`src/rtl/column_writer.sv`:
```
// column_writer: renders one screen column into a line RAM.
// A serial divider derives TEX_H/height, then rows are filled one per cycle
// with ceiling colour, texture texels (incremental texture-row tracking) or
// floor colour. The line RAM is read back through a registered port.
// Optional double buffering of the line RAM: define COLUMN_WRITER_DBUF_EN.
module column_writer #(
    parameter int SCREEN_H = 240,
    parameter int TEX_W    = 128,
    parameter int TEX_H    = 64,
    parameter int PIX_W    = 8,
    parameter int HEIGHT_W = 16
) (
    input  logic                                   clk,
    input  logic                                   rst,
    input  logic                                   start,
    input  logic [15:0]                            pixel,
    input  logic [HEIGHT_W-1:0]                    height,
    input  logic [$clog2(TEX_W)-1:0]               tex_x,
    input  logic [PIX_W-1:0]                       ceil_color,
    input  logic [PIX_W-1:0]                       floor_color,
    output logic                                   rdy,
    output logic                                   done,
    output logic [15:0]                            col_out,
    output logic [$clog2(TEX_H)+$clog2(TEX_W)-1:0] tex_addr,
    input  logic [PIX_W-1:0]                       tex_data,
    input  logic                                   swap,
    input  logic [$clog2(SCREEN_H)-1:0]            ram_raddr,
    output logic [PIX_W-1:0]                       ram_read_data
);
    localparam int TX_W = $clog2(TEX_W);
    localparam int TY_W = $clog2(TEX_H);
    localparam int RA_W = $clog2(SCREEN_H);
`ifdef COLUMN_WRITER_DBUF_EN
    localparam int NBANK = 2;
`else
    localparam int NBANK = 1;
`endif
    localparam logic [HEIGHT_W:0] LP_SH  = (HEIGHT_W+1)'(SCREEN_H);
    localparam logic [RA_W:0]     LP_SHA = (RA_W+1)'(SCREEN_H);

    typedef enum logic [2:0] {S_IDLE, S_DIV, S_SKIP, S_FILL, S_DRAIN} state_t;

    state_t r_state, w_next;

    logic [HEIGHT_W-1:0] r_cnt;
    logic [15:0]         r_pixel;
    logic [HEIGHT_W-1:0] r_height;
    logic [TX_W-1:0]     r_tex_x;
    logic [PIX_W-1:0]    r_ceil, r_floor;
    logic [HEIGHT_W-1:0] r_quo, r_rem;
    logic [HEIGHT_W-1:0] r_ty, r_frac;
    logic                r_done;
    logic                r_wr_en, r_wr_wall;
    logic [RA_W-1:0]     r_wr_addr;
    logic [PIX_W-1:0]    r_wr_color;
    logic [PIX_W-1:0]    r_rd_data;
    logic [PIX_W-1:0]    r_mem [NBANK][SCREEN_H];

    logic [HEIGHT_W:0]   w_h_ext, w_diff, w_half, w_top, w_k, w_wall_end, w_y;
    logic                w_big, w_wall, w_above;
    logic [HEIGHT_W:0]   w_trial, w_trial_sub, w_sum, w_sum_sub;
    logic                w_front, w_back;
    logic                w_unused;

    // Wall placement derived from the latched height
    always_comb begin
        w_h_ext    = {1'b0, r_height};
        w_big      = w_h_ext > LP_SH;
        w_diff     = w_big ? (w_h_ext - LP_SH) : (LP_SH - w_h_ext);
        w_half     = w_diff >> 1;
        w_top      = w_big ? '0 : w_half;
        w_k        = w_big ? w_half : '0;
        w_wall_end = w_top + w_h_ext;
        w_y        = {1'b0, r_cnt};
        w_wall     = w_big || ((w_y >= w_top) && (w_y < w_wall_end));
        w_above    = !w_big && (w_y < w_top);
    end

    // Restoring-divider trial subtraction and texture-row accumulator sum
    always_comb begin
        w_trial     = {r_rem, r_quo[HEIGHT_W-1]};
        w_trial_sub = w_trial - w_h_ext;
        w_sum       = {1'b0, r_frac} + {1'b0, r_rem};
        w_sum_sub   = w_sum - w_h_ext;
    end

    // FSM state register
    always_ff @(posedge clk or negedge rst) begin
        if (!rst) r_state <= S_IDLE;
        else      r_state <= w_next;
    end

    // FSM next-state logic
    always_comb begin
        w_next = r_state;
        case (r_state)
            S_IDLE:  if (start) w_next = S_DIV;
            S_DIV:   if (r_cnt == HEIGHT_W'(HEIGHT_W-1)) w_next = (w_k != '0) ? S_SKIP : S_FILL;
            S_SKIP:  if (w_y == w_k - 1'b1) w_next = S_FILL;
            S_FILL:  if (w_y == LP_SH - 1'b1) w_next = S_DRAIN;
            S_DRAIN: w_next = S_IDLE;
            default: w_next = S_IDLE;
        endcase
    end

    // FSM outputs: ready flag and texture ROM address for wall rows
    always_comb begin
        rdy      = (r_state == S_IDLE);
        tex_addr = '0;
        if (r_state == S_FILL && w_wall) tex_addr = {r_ty[TY_W-1:0], r_tex_x};
    end

    // Column parameters, step counter, divider and texture-row tracking
    always_ff @(posedge clk or negedge rst) begin
        if (!rst) begin
            r_cnt    <= '0;
            r_pixel  <= '0;
            r_height <= '0;
            r_tex_x  <= '0;
            r_ceil   <= '0;
            r_floor  <= '0;
            r_quo    <= '0;
            r_rem    <= '0;
            r_ty     <= '0;
            r_frac   <= '0;
        end else begin
            if (r_state == S_IDLE || w_next != r_state) r_cnt <= '0;
            else                                        r_cnt <= r_cnt + 1'b1;
            case (r_state)
                S_IDLE: if (start) begin
                    r_pixel  <= pixel;
                    r_height <= height;
                    r_tex_x  <= tex_x;
                    r_ceil   <= ceil_color;
                    r_floor  <= floor_color;
                    r_quo    <= HEIGHT_W'(TEX_H);
                    r_rem    <= '0;
                    r_ty     <= '0;
                    r_frac   <= '0;
                end
                S_DIV: begin
                    if (w_trial >= w_h_ext) begin
                        r_rem <= w_trial_sub[HEIGHT_W-1:0];
                        r_quo <= {r_quo[HEIGHT_W-2:0], 1'b1};
                    end else begin
                        r_rem <= w_trial[HEIGHT_W-1:0];
                        r_quo <= {r_quo[HEIGHT_W-2:0], 1'b0};
                    end
                end
                S_SKIP, S_FILL: if (r_state == S_SKIP || w_wall) begin
                    // w*TEX_H = ty*h + frac; adding TEX_H = q*h + r needs at most one carry
                    if (w_sum >= w_h_ext) begin
                        r_frac <= w_sum_sub[HEIGHT_W-1:0];
                        r_ty   <= r_ty + r_quo + 1'b1;
                    end else begin
                        r_frac <= w_sum[HEIGHT_W-1:0];
                        r_ty   <= r_ty + r_quo;
                    end
                end
                default: ;
            endcase
        end
    end

    // Write pipeline: row data lands one cycle after its texture issue
    always_ff @(posedge clk or negedge rst) begin
        if (!rst) begin
            r_wr_en    <= 1'b0;
            r_wr_wall  <= 1'b0;
            r_wr_addr  <= '0;
            r_wr_color <= '0;
            r_done     <= 1'b0;
        end else begin
            r_wr_en    <= (r_state == S_FILL);
            r_wr_wall  <= w_wall;
            r_wr_addr  <= r_cnt[RA_W-1:0];
            r_wr_color <= w_above ? r_ceil : r_floor;
            r_done     <= (r_state == S_DRAIN);
        end
    end

`ifdef COLUMN_WRITER_DBUF_EN
    logic r_front, r_swap_pend;

    // Front-bank selection; swaps requested while busy wait for the done edge
    always_ff @(posedge clk or negedge rst) begin
        if (!rst) begin
            r_front     <= 1'b0;
            r_swap_pend <= 1'b0;
        end else if (r_state == S_IDLE) begin
            if (swap) r_front <= ~r_front;
            r_swap_pend <= 1'b0;
        end else if (r_state == S_DRAIN) begin
            if (swap || r_swap_pend) r_front <= ~r_front;
            r_swap_pend <= 1'b0;
        end else if (swap) begin
            r_swap_pend <= 1'b1;
        end
    end

    assign w_front  = r_front;
    assign w_back   = ~r_front;
    assign w_unused = ^r_ty[HEIGHT_W-1:TY_W];
`else
    assign w_front  = 1'b0;
    assign w_back   = 1'b0;
    assign w_unused = ^{swap, r_ty[HEIGHT_W-1:TY_W]};
`endif

    // Line RAM write port (contents are not reset)
    always_ff @(posedge clk) begin
        if (r_wr_en) r_mem[w_back][r_wr_addr] <= r_wr_wall ? tex_data : r_wr_color;
    end

    // Registered line RAM read port; out-of-range addresses read as zero
    always_ff @(posedge clk or negedge rst) begin
        if (!rst)                             r_rd_data <= '0;
        else if ({1'b0, ram_raddr} >= LP_SHA) r_rd_data <= '0;
        else                                  r_rd_data <= r_mem[w_front][ram_raddr];
    end

    assign done          = r_done;
    assign col_out       = r_pixel;
    assign ram_read_data = r_rd_data;

endmodule

```
`config.mk`:
```
export PLATFORM = sky130hd
export DESIGN_NAME = column_writer
export DESIGN_NICKNAME = d
export VERILOG_FILES = /design/src/rtl/column_writer.sv
export SDC_FILE = /design/constraint.sdc
export NUM_CORES = 2
export LEC_CHECK = 0
export ABC_AREA = 1
export ABC_CLOCK_PERIOD_IN_PS = 5800
export BUFFER_PORTS_ARGS = -buffer_cell sky130_fd_sc_hd__buf_2
export CORE_UTILIZATION = 40
export DETAILED_ROUTE_END_ITERATION = 10
export SLEW_MARGIN = 20
export SYNTH_ARGS = -nofsm -noshare
export SYNTH_HDL_FRONTEND = slang
export SYNTH_SLANG_ARGS = --single-unit
```
`constraint.sdc`:
```
create_clock -name clk -period 5.8 [get_ports clk]
set_input_delay 0.58 -clock clk [delete_from_list [all_inputs] [get_ports clk]]
set_output_delay 0.58 -clock clk [all_outputs]
set_load 0.01 [all_outputs]
```
* Yosys cells after proc, flatten, opt, wreduce, memory -nomap -nowiden
Memories as Yosys holds them, arrays and structs flattened.
Cells that the tools add are included.
** Word-level totals
- Memories :: 1
- Logic and storage cells :: 99
- Bits in writable memories :: 1920
- Flip-flop bits (word level) :: 165
- Output and inout bits :: 39
- Input port bits :: 75
** Memories
- r_mem :: depth 1, bits a word 1920, read ports 1, clocked after Yosys merged registers in 0, wr ports 1, line 57 : logic [PIX_W-1:0] r_mem [NBANK][SCREEN_H];
** Cells by class
- Add/sub/neg operators :: 10
- Bitwise gates (word level) :: 2
- Eq/ne operators :: 10
- Reductions and logical operators :: 16
- Multiplexer cells :: 33
- Magnitude comparators :: 10
** Operators by type and width (number)
- 1920-bit 2-to-1 mux :: 1
- 16-bit 2-to-1 mux :: 10
- 16-bit case mux with 2 select lines :: 4
- 8-bit binary-select mux with 8-bit select :: 1
- 8-bit demux with 8-bit select :: 1
- 8-bit 2-to-1 mux :: 6
- 16-bit by 16-bit adder with 17-bit output :: 2
- 17-bit by 16-bit >= comparator with 1-bit output :: 2
- 16-bit by 1-bit adder with 16-bit output, second input constant :: 2
- 16-bit subtractor :: 2
- 9-bit >= comparator, second input constant :: 2
- 8-bit NOT with 9-bit output :: 2
- 16-bit by 17-bit equality test with 1-bit output :: 1
- 16-bit by 17-bit less-than comparator with 1-bit output :: 1
- 17-bit 2-to-1 mux :: 1
- 17-bit nonzero test :: 1
- 16-bit by 1-bit subtractor with 17-bit output, second input constant :: 1
- 16-bit by 8-bit subtractor with 17-bit output, second input constant :: 1
- 8-bit by 16-bit subtractor with 17-bit output, first input constant :: 1
- 16-bit adder :: 1
- 16-bit by 4-bit equality test with 1-bit output, second input constant :: 1
- 16-bit by 8-bit equality test with 1-bit output, second input constant :: 1
- 16-bit >= comparator :: 1
- 16-bit by 8-bit greater-than comparator with 1-bit output, second input constant :: 1
- other kinds (20) :: 34

* Depth between registers and ports, before layout
- Word-level depth :: 10
- Gate-level depth with buffers :: 30
- Depth with buffers taken out :: 30

* Worst setup path before layout
Ideal clock, no wire load.
- Kind :: flip-flop to output port
- Start :: register r_height[1]
- End :: output tex_addr[10]
- Path buffers :: 4
- Arrival :: 4.373 ns
- Path slack :: 0.847 ns
- Required time :: 5.220 ns
- Stages on the path, launching flop included :: 30
- Path through :: dfrtp_1 -> inv_1 -> ha_1 -> nand3_1 -> nor2_2 -> o21ai_2 -> buf_6 -> buf_4 -> clkbuf_1 -> nor2_1 -> ha_1 -> inv_1 -> nor3_1 -> nand2_1 -> nand2_1 -> nand3_1 -> nand2_1 -> nand3_1 -> nand2_1 -> a31oi_1 -> xor2_1 -> ha_1 -> nand2_1 -> nor3_1 -> nand4_1 -> nand4_1 -> nand2_1 -> nand2_1 -> buf_2 -> nor2_1
** Between the ends
- Word-level cells in the longest chain between the ends :: 9
- Elaborated cells on any way between the ends :: 12
- Those cells by class :: add/sub: 3; order compare: 3; mux: 3; reduce/logical: 3
** RTL lines
- start: declaration :: line 47 : logic [HEIGHT_W-1:0] r_height;
- start signal: assignment :: line 132 : r_height <= height;
- 8-bit by 16-bit subtractor with 17-bit output (tied with other cells) :: line 69 : w_diff = w_big ? (w_h_ext - LP_SH) : (LP_SH - w_h_ext);
- 17-bit 2-to-1 mux :: line 69
- 16-bit 2-to-1 mux :: line 71 : w_top = w_big ? '0 : w_half;
- 16-bit by 16-bit adder with 17-bit output :: line 73 : w_wall_end = w_top + w_h_ext;
- 16-bit by 17-bit less-than comparator with 1-bit output :: line 75 : w_wall = w_big || ((w_y >= w_top) && (w_y < w_wall_end));
- 1-bit logical AND :: line 75
- 1-bit logical OR * :: line 75
- via w_wall :: line 60 : logic w_big, w_wall, w_above;
- 1-bit logical AND * :: line 110 : if (r_state == S_FILL && w_wall) tex_addr = {r_ty[TY_W-1:0], r_tex_x};
- 13-bit 2-to-1 mux * :: line 110
- end: declaration :: line 24 : output logic [$clog2(TEX_H)+$clog2(TEX_W)-1:0] tex_addr,
The timed path passes the listed nets; every way through them passes the cells marked *.

* Worst setup path after layout
- Start :: register r_height[5]
- End :: output tex_addr[1]
Same word-level chain as after synthesis.

==> impl_metrics.ini <==
[status]
status = finished clean

[routing]
drtIter0Drc = 6445
wl_mm = 244.7
route.met3.wl_mm = 19.78
antenna_left = 0
route.met2.wl_mm = 112.1
wl_met1_mm = 105.0
route.vias.total = 58620
first_pass_iters = 6
drc_errors = 0
viasPerCell = 5.746
wl_per_cell_um = 23.98
top_layer_used = met5

[yosys]
synth_top_cell_by_area = edfxtp_1
syn_nets = 7355
syn_area_um2 = 87020
synth_cells = 7170
synth-seq-cells = 2075
synthTopCellsByCount = edfxtp_1, nor2_1, o21ai_0
ys_seq_area_share_pct = 70.71
yosysUniqueCellTypes = 59
ys_async_sr_fraction_pct = 7.470
syn_area_per_cell_um2 = 12.14
ys_warn_count = 0
synth_top_cell_area_share_pct = 66.26
ys.flop_type = edfxtp_1
synth.area.top_cells = edfxtp_1, o21ai_0, nor2_1, dfrtp_1, o221ai_1
synth.most_common_cell = edfxtp_1
synth-edff-count = 1920

[cells_and_area]
layout.cells.non_filler = 10200
layout-drive-gt1-share_pct = 8.211
area_growth_pct = 12.60
regArea_um2 = 61540
n_fill_cell = 19300
fin_nets = 7365
multi_input_area_um2 = 23110

[sta]
worst_clock_skew_ns = 0.06853
post-route-min-period_ns = 5.568
max_slew_margin_pct = 22.20
fin_crit_sh_pct = 96.01
worst_slew_pin_slew_ns = 1.152
max_freq_mhz = 179.6
setup_viol = 0
finalMaxSlewViolations = 0
final_hold_viol_count = 0

[job]
maxCapViolCount = 0

[clocking]
clk_pin_slew_ns = 0.06
clkSinkCount = 2075
cts_tree = done
cts-htree-levels = 4
clock_latency_ns = 0.86
cts_inserted_buffers = 206
cts_root_buffer = clkbuf_16
clock_path_buffers = 3

[setup_path]
criticalPathCategory = reg -> out
worstPathArrival_ns = 4.99
worst-path-buf-inv = 3
cp-end-kind = primary output
slowest_stage = dfrtp_2
reg2reg_setup_slack_ns = 1.03
crit_fanout = 10
cp-start-kind = flip-flop
crit_required_ns = 5.22
critPathTopFamily = simple AND/OR/NAND/NOR gates
max_stage_delay_ns = 0.44
crit_top_cell = nand2_1

[global_route]
grt_usage_pct = 21.88
antenna_found_initial = 7
grt-ovfl-total = 0
grt_pass1_vias = 55400
grt_max_degree = 188
grt_pass1_wl_mm = 360.0

[placement]
hpwl_mm = 137.9
dp_cells = 9737
numPortBuffers = 112
place_congestion = 0.8811

[floorplanning]
dieWidth_um = 468.4
rows = 170
start_util_pct = 40.38
die_area_um2 = 219400
coreArea_um2 = 215500
boundaryPins = 114
die_h_um = 468.4

[power_and_ir_drop]
cellPowerDensity_nw_per_um2 = 315.3
power_mw = 30.89
vdd_drop_max_mv = 0.3376
p_leak_nw = 32.75

[hold_path]
hold_path.class = in -> reg
-- what timing repair did --
| action | in CTS | in global routing |
|---|---|---|
| buffers inserted | 5 | 12 |
| hold buffers | 54 | 0 |
| pin swaps | 2 | 8 |
| gates resized for setup | 17 | 43 |
| cloned | 0 | 1 |
| hold endpoints to repair | 150 | 0 |
| setup endpoints to repair | 13 | 13 |
-- final timing paths --
check                       startpoint           to  depth (start not counted)
setup reg to reg           r_height[1]    r_frac[5]                         28
setup / recovery           r_height[5]  tex_addr[1]                         27
hold / removal               height[0]  r_height[0]                          3
min in group asynchronous          rst     r_quo[6]                          2
max in group asynchronous          rst  r_height[4]                          3
hold reg to reg             r_floor[3]   r_floor[3]                          2
-- tightest hold or removal path, delay by kind of cell --
| kind | cells | cell delay, ns |
|---|---|---|
| simple gates | 1 | 0.07 |
| buf+inv | 1 | 0.12 |
| compound gates | 1 | 0.08 |
-- registers in the layout (all words and copies together), names as in the netlist --
register and cells:
r_height 16, r_floor 8, r_tex_x 7, r_cnt 16, col_out 16, r_ceil 8
r_wr_addr 8, r_state 3, r_wr_en 1, r_wr_color 8, done 1, r_mem 1920
r_ty 6, r_rem 16, r_frac 16, r_quo 16, r_wr_wall 1, ram_read_data 8
-- cell families after synthesis --
| group | Yosys count | synth area share [%] |
|---|---|---|
| AO/OA/AOI/OAI | 1868 | 12.90 |
| XOR/XNOR | 80 | 0.8210 |
| adder cells (fa/ha/maj) | 110 | 1.625 |
| buffers and inverters | 707 | 3.101 |
| flip-flops | 2075 | 70.71 |
| multiplexers | 16 | 0.2071 |
| AND/OR/NAND/NOR | 2314 | 10.63 |
-- metrics by stage --
stage / utilization (%) / setup slack (ns) / TNS [ns] / hold WS (ns) / area [um^2]
5_1_grt: 45.47 / -0.04010 / -0.2896 / 0.03818 / 97970
4_1_cts: 45.34 / 0.005123 / 0 / 0.01303 / 97700
3_3_place_gp: 42.04 / 0.4637 / 0 / 0.4569 / 90570
3_5_place_dp: 42.04 / 0.3936 / 0 / 0.4613 / 90570
2_1_floorplan: - / 0.8474 / 0 / 0.2844 / 87020
6_report: 45.47 / 0.2317 / 0 / 0.06173 / 97980
-- power breakdown --
part           internal (mW)  total (mW)  switching (mW)
sequential              16.4        16.4          0.0123
clock                   7.18        12.9            5.74
combinational          0.403        1.61            1.20
total                   23.9        30.9            6.96
-- routing by layer --
| metal | vias to the layer above | GRT usage (%) |
|---|---|---|
| li1 | 26490 | - |
| met1 | 29230 | 31.25 |
| met2 | 2479 | 33.94 |
| met3 | 423 | 3.587 |
| met4 | 2 | 7.317 |
| met5 | - | 0 |
-- layout by cell type, fill, tap and decap left out, types with 8 or more instances in the layout --
master	count
dfrtp_1	149
nor3_1	18
buf_4	93
nand3_1	327
nand2_2	9
bufinv_16	11
xor2_1	46
o211ai_1	66
dlygate4sd3_1	54
o311ai_0	16
clkbuf_16	207
a21oi_1	115
o221ai_1	352
buf_2	107
o21ai_0	1111
mux2_8	8
nand4_1	17
a31oi_1	18
nor2_2	16
edfxtp_1	1920
clkbuf_1	60
mux2_2	8
inv_1	208
nand2_1	518
clkinv_1	42
buf_12	28
ha_1	101
xnor2_1	33
nor2_1	1381
o22ai_1	144
clkinv_2	40
clkbuf_8	8
-- final cells by class --
class	instances	area share, %
clock buffers	275	5.629
repair buffers	288	2.480
diodes	7	0.01788
clock inverters	109	0.9859
multi-input cells	4389	23.58
well taps	2838	3.624
inverters	220	0.8684
flip-flops and latches	2075	62.81
(Power assumes the default switching activity.)
